===== src/rtl/failure_log.sv =====
// Failure event logger: stamps each checker failure with the cycle count into a
// small FIFO, keeps a saturating event count and raises a sticky alarm at THRESH.
module failure_log #(
    parameter int DW        = 32,
    parameter int CNT_W     = 16,
    parameter int DEPTH     = 4,
    parameter int THRESH    = 8,
    parameter int EDGE_MODE = 0
) (
    input  logic             clk,
    input  logic             rst_n,
    input  logic             failure_i,
    input  logic [DW-1:0]    sig_i,
    input  logic             clear_i,
    input  logic             rd_ready_i,
    output logic             rd_valid_o,
    output logic [CNT_W-1:0] rd_cyc_o,
    output logic [DW-1:0]    rd_sig_o,
    output logic [CNT_W-1:0] fail_count_o,
    output logic             overflow_o,
    output logic             alarm_o,
    output logic [CNT_W-1:0] cyc_o
);
    localparam int AW = $clog2(DEPTH);
    localparam logic [CNT_W-1:0] THRESH_C = CNT_W'(THRESH);

    typedef enum logic [1:0] {IDLE, LOGGING, ALARM} state_t;

    state_t                       state, state_nxt;
    logic [CNT_W-1:0]             cyc_q, cnt_q, cnt_inc;
    logic                         prev_fail, ovf_q;
    logic [AW:0]                  wr_ptr, rd_ptr;
    logic [DEPTH-1:0][CNT_W-1:0]  mem_cyc;
    logic [DEPTH-1:0][DW-1:0]     mem_sig;
    logic                         event_w, empty, full, push, pop;

    assign event_w = failure_i & ((EDGE_MODE == 0) | ~prev_fail);
    assign empty   = (wr_ptr == rd_ptr);
    // Wrap bits differ with equal indices: writer is a full lap ahead.
    assign full    = (wr_ptr[AW] != rd_ptr[AW]) && (wr_ptr[AW-1:0] == rd_ptr[AW-1:0]);
    assign pop     = ~empty & rd_ready_i;
    assign push    = event_w & (~full | pop);
    assign cnt_inc = (cnt_q == {CNT_W{1'b1}}) ? cnt_q : cnt_q + 1'b1;

    always_ff @(posedge clk or negedge rst_n) begin
        if (!rst_n) begin
            cyc_q     <= '0;
            cnt_q     <= '0;
            prev_fail <= 1'b0;
            ovf_q     <= 1'b0;
            wr_ptr    <= '0;
            rd_ptr    <= '0;
            mem_cyc   <= '0;
            mem_sig   <= '0;
        end else begin
            cyc_q     <= cyc_q + 1'b1;
            prev_fail <= failure_i;
            if (clear_i) begin
                wr_ptr <= '0;
                rd_ptr <= '0;
                cnt_q  <= '0;
                ovf_q  <= 1'b0;
            end else begin
                if (push) begin
                    mem_cyc[wr_ptr[AW-1:0]] <= cyc_q;
                    mem_sig[wr_ptr[AW-1:0]] <= sig_i;
                    wr_ptr                  <= wr_ptr + 1'b1;
                end
                if (pop)
                    rd_ptr <= rd_ptr + 1'b1;
                if (event_w) begin
                    cnt_q <= cnt_inc;
                    if (full && !pop)
                        ovf_q <= 1'b1;
                end
            end
        end
    end

    always_ff @(posedge clk or negedge rst_n) begin
        if (!rst_n) state <= IDLE;
        else        state <= state_nxt;
    end

    // IDLE and LOGGING share the same exit test so THRESH=1 jumps straight to ALARM.
    always_comb begin
        state_nxt = state;
        if (clear_i) begin
            state_nxt = IDLE;
        end else if (event_w) begin
            case (state)
                IDLE, LOGGING: state_nxt = (cnt_inc == THRESH_C) ? ALARM : LOGGING;
                ALARM:         state_nxt = ALARM;
                default:       state_nxt = IDLE;
            endcase
        end
    end

    assign rd_valid_o   = ~empty;
    assign rd_cyc_o     = mem_cyc[rd_ptr[AW-1:0]];
    assign rd_sig_o     = mem_sig[rd_ptr[AW-1:0]];
    assign fail_count_o = cnt_q;
    assign overflow_o   = ovf_q;
    assign alarm_o      = (state == ALARM);
    assign cyc_o        = cyc_q;

endmodule


===== config.mk =====
export PLATFORM = sky130hd
export DESIGN_NAME = failure_log
export DESIGN_NICKNAME = d
export VERILOG_FILES = /design/src/rtl/failure_log.sv
export SDC_FILE = /design/constraint.sdc
export NUM_CORES = 1
export LEC_CHECK = 0
export BUFFER_PORTS_ARGS = -buffer_cell sky130_fd_sc_hd__clkbuf_2
export CAP_MARGIN = 20
export CORE_ASPECT_RATIO = 1.2
export CORE_UTILIZATION = 40
export DETAILED_ROUTE_END_ITERATION = 12
export SLEW_MARGIN = 20
export SYNTH_ARGS = -nofsm -noshare
export SYNTH_HDL_FRONTEND = slang
export SYNTH_SLANG_ARGS = --single-unit

===== constraint.sdc =====
create_clock -name clk -period 3.23 [get_ports clk]
set_clock_uncertainty 0.05 [all_clocks]
set_input_delay 0.646 -clock clk [delete_from_list [all_inputs] [get_ports clk]]
set_output_delay 0.646 -clock clk [all_outputs]
set_load 0.1 [all_outputs]

==> results.sh <==
export IMPL_status="finished, final reports clean"
export IMPL_max_stage_delay_ns=0.59
export IMPL_cts_root_buffer="clkbuf_16"
export IMPL_hold_viol=0
export IMPL_slew_headroom_pct=52.7
export IMPL_initial_core_util_pct=41.0
export IMPL_cp_slowest_cell="dfrtp_4"
export IMPL_overflow=0
export IMPL_maxCapViolCount=0
export IMPL_critPathRequiredTime_ns=2.53
export IMPL_synth_distinct_cells=50
export IMPL_final_cells=1175
export IMPL_drt_pre_antenna_iters=4
export IMPL_synthesis_area_mm2=0.0105
export IMPL_swShare_pct=36.7
export IMPL_switching_power_mw=3.54
export IMPL_ant_nets=0
export IMPL_grt_first_pass_wirelength_um=36100
export IMPL_die_y_um=180
export IMPL_path_max_fanout=22
export IMPL_syn_inst=714
export IMPL_vias_per_cell=5.30
export IMPL_finalSetupTns_ns=0
export IMPL_cts_buffers=26
export IMPL_post_cts_buffers=0
export IMPL_setup_viol=0
export IMPL_hold_buffers=0
export IMPL_portBuffers=119
export IMPL_fin_crit_ns=3.02
export IMPL_coreArea_mm2=0.0257
export IMPL_fin_crit_sh_pct=93.3
export IMPL_yosysTopAreaCell="dfrtp_1"
export IMPL_layout_nets=875
export IMPL_register_area_mm2=0.00584
export IMPL_multi_input_area_mm2=0.00446
export IMPL_avgSynthCellArea_um2=14.8
export IMPL_grt_pass1_vias=6672
export IMPL_wirelength_um=21600
export IMPL_path_cells="buf_12 > mux4_2 > clkbuf_2"
export IMPL_hp_class="in2async"
export IMPL_antenna_cells=0
export IMPL_track_usage_pct=16.8
export IMPL_clk_pin_slew_worst_paths_ns=0.06
export IMPL_die_w_um=150
export IMPL_synth_main_ff_cell="dfrtp_1"
export IMPL_dp_slack_ns=0.686
export IMPL_tritoncts_num_sinks=233
export IMPL_mostFrequentLayoutCells="dfrtp_1, mux2_2, clkbuf_2, mux4_2, clkbuf_16"
export IMPL_ios=120
export IMPL_synthTopCellsByArea="dfrtp_1, mux2_2, mux4_2, xnor2_1, buf_2"
export IMPL_drtIter0Drc=166
export IMPL_path_class="reg2out"
export IMPL_intPower_mw=6.11
export IMPL_htreeDepth=1
export IMPL_wire_per_inst_um=18.4
export IMPL_vias=6226
export IMPL_start_kind="register"
export IMPL_clk_path_buf_depth=3
export IMPL_crit_arrival_ns=2.32
export IMPL_drv_slew=0
export IMPL_fillCellCount=2289
export IMPL_async_reset_ff_share_pct=100
export IMPL_synth_enable_flop_cells=0
export IMPL_rows=64
export IMPL_cts_tree="done"
export IMPL_postCtsResizedCells=0
export IMPL_antenna_found_initial=0
export IMPL_fmax_mhz=332
export IMPL_yosys_warnings=0
export IMPL_netlist_area_leader_share_pct=55.3
export IMPL_areaGrowthSynthToFinish_pct=16.8
export IMPL_insertion_delay_ns=0.52
export IMPL_dieArea_mm2=0.0270
export IMPL_leakagePower_nw=5.67
export IMPL_final_common_cell="dfrtp_1"
export IMPL_setup_slack_ns=0.215
export IMPL_syn_num_nets=758
export IMPL_gp_congestion=0.787
export IMPL_end_kind="output port"
export IMPL_vdd_ir_drop_max_mv=0.545
export IMPL_grt_start_max_net_pins=89
export IMPL_synth_seq_cells=233
export IMPL_seq_area_frac_synth_pct=55.3
export IMPL_seq_power_share_pct=38.8
export IMPL_place_inst=1133
export IMPL_clkPwrFrac_pct=28.7
export IMPL_drc_errors=0
export IMPL_tightestPinTransition_ns=0.710
export IMPL_hpwl_um=13700
export IMPL_power_density_mw_per_mm2=784
export IMPL_power_frac_comb_pct=32.5
export IMPL_rsz0062_at_grt="false"
export IMPL_drive_above_1_share_pct=50.4
final timing paths:
path	start	endpoint	slack (ns)	cells after the start
worst max-delay path	rd_ptr[0]$_DFFE_PN0P_	rd_sig_o[1]	0.21	3
worst min-delay path	rst_n	mem_sig[56]$_DFFE_PN0P_	0.11	1
worst max register to register	fail_count_o[0]$_DFFE_PN0P_	state[1]$_DFFE_PN0P_	0.66	7
worst min register to register	mem_sig[84]$_DFFE_PN0P_	mem_sig[84]$_DFFE_PN0P_	0.45	1
max in group asynchronous	rst_n	cyc_o[10]$_DFF_PN0_	2.27	2
min in group clk	sig_i[5]	mem_sig[37]$_DFFE_PN0P_	0.36	2
power by group through the flow:
stage / Sequential [mW] / Clock, mW / Combinational [mW]
2_1_floorplan: 3.70 / 0 / 2.76
5_1_grt: 3.82 / 2.99 / 3.29
4_1_cts: 3.75 / 2.87 / 3.18
3_3_place_gp: 3.78 / 0 / 3.15
6_report: 3.74 / 2.77 / 3.14
3_5_place_dp: 3.80 / 0 / 3.18
cells in the mapped netlist, drive strengths merged (4+ instances only):
cell	number
nor2	26
ha	7
inv	4
mux4	48
and4	4
or3	8
o21ai	10
nand4	7
xor2	10
dfrtp	233
a21oi	11
nand3	25
xnor2	18
mux2	192
nor3	4
clkbuf	16
and3	8
buf	31
nand2	27
layer usage:
layer	track usage, %	part of all wire, %	up-vias
met5	0	0	-
met3	3.93	5.4	33
met1	22.3	45	3226
li1	-	-	2858
met2	27.7	48	109
met4	4.40	1.6	0
registers in the layout, indices dropped and copies added (netlist names):
name	cells
cyc_o	16
fail_count_o	16
mem_cyc	64
mem_sig	128
overflow_o	1
rd_ptr	3
state	2
wr_ptr	3
worst max-delay path, delay by kind of cell, from the launching register on:
family,cells,cell delay (ns)
flip-flops,1,0.59
buffers and inverters,2,0.66
multiplexers,1,0.54
cell families (layout without fill, tap and decap cells):
logic type,after synthesis,count (layout),share of synthesized area [%]
AOI/OAI and AO/OA,32,32,1.94
muxes,243,243,31.1
DFF,233,233,55.3
xor gates and xnor gates,28,28,2.33
and+or+nand+nor,120,120,6.10
buffers and inverters,51,182,2.41
adders and majority gates,7,7,0.831
cell type report:
class	count	area share (%)
sequential	233	47.4
multi-input combinational	430	36.3
timing repair buffer	136	6.46
clock buffer	41	6.16
tap	330	3.35
clock inverter	1	0.244
inverter	4	0.122
metrics by stage:
stage	power, mW	hold WS, ns	area [um^2]	utilization, %
after CTS	9.80	0.122	12300	47.9
after floorplan	6.46	0.300	10500	-
final	9.65	0.111	12300	47.9
after global placement	6.93	0.431	11500	44.8
after global routing	10.1	0.137	12300	47.9
after detailed placement	6.98	0.437	11500	44.8
Power figures use the tool's default switching activity.
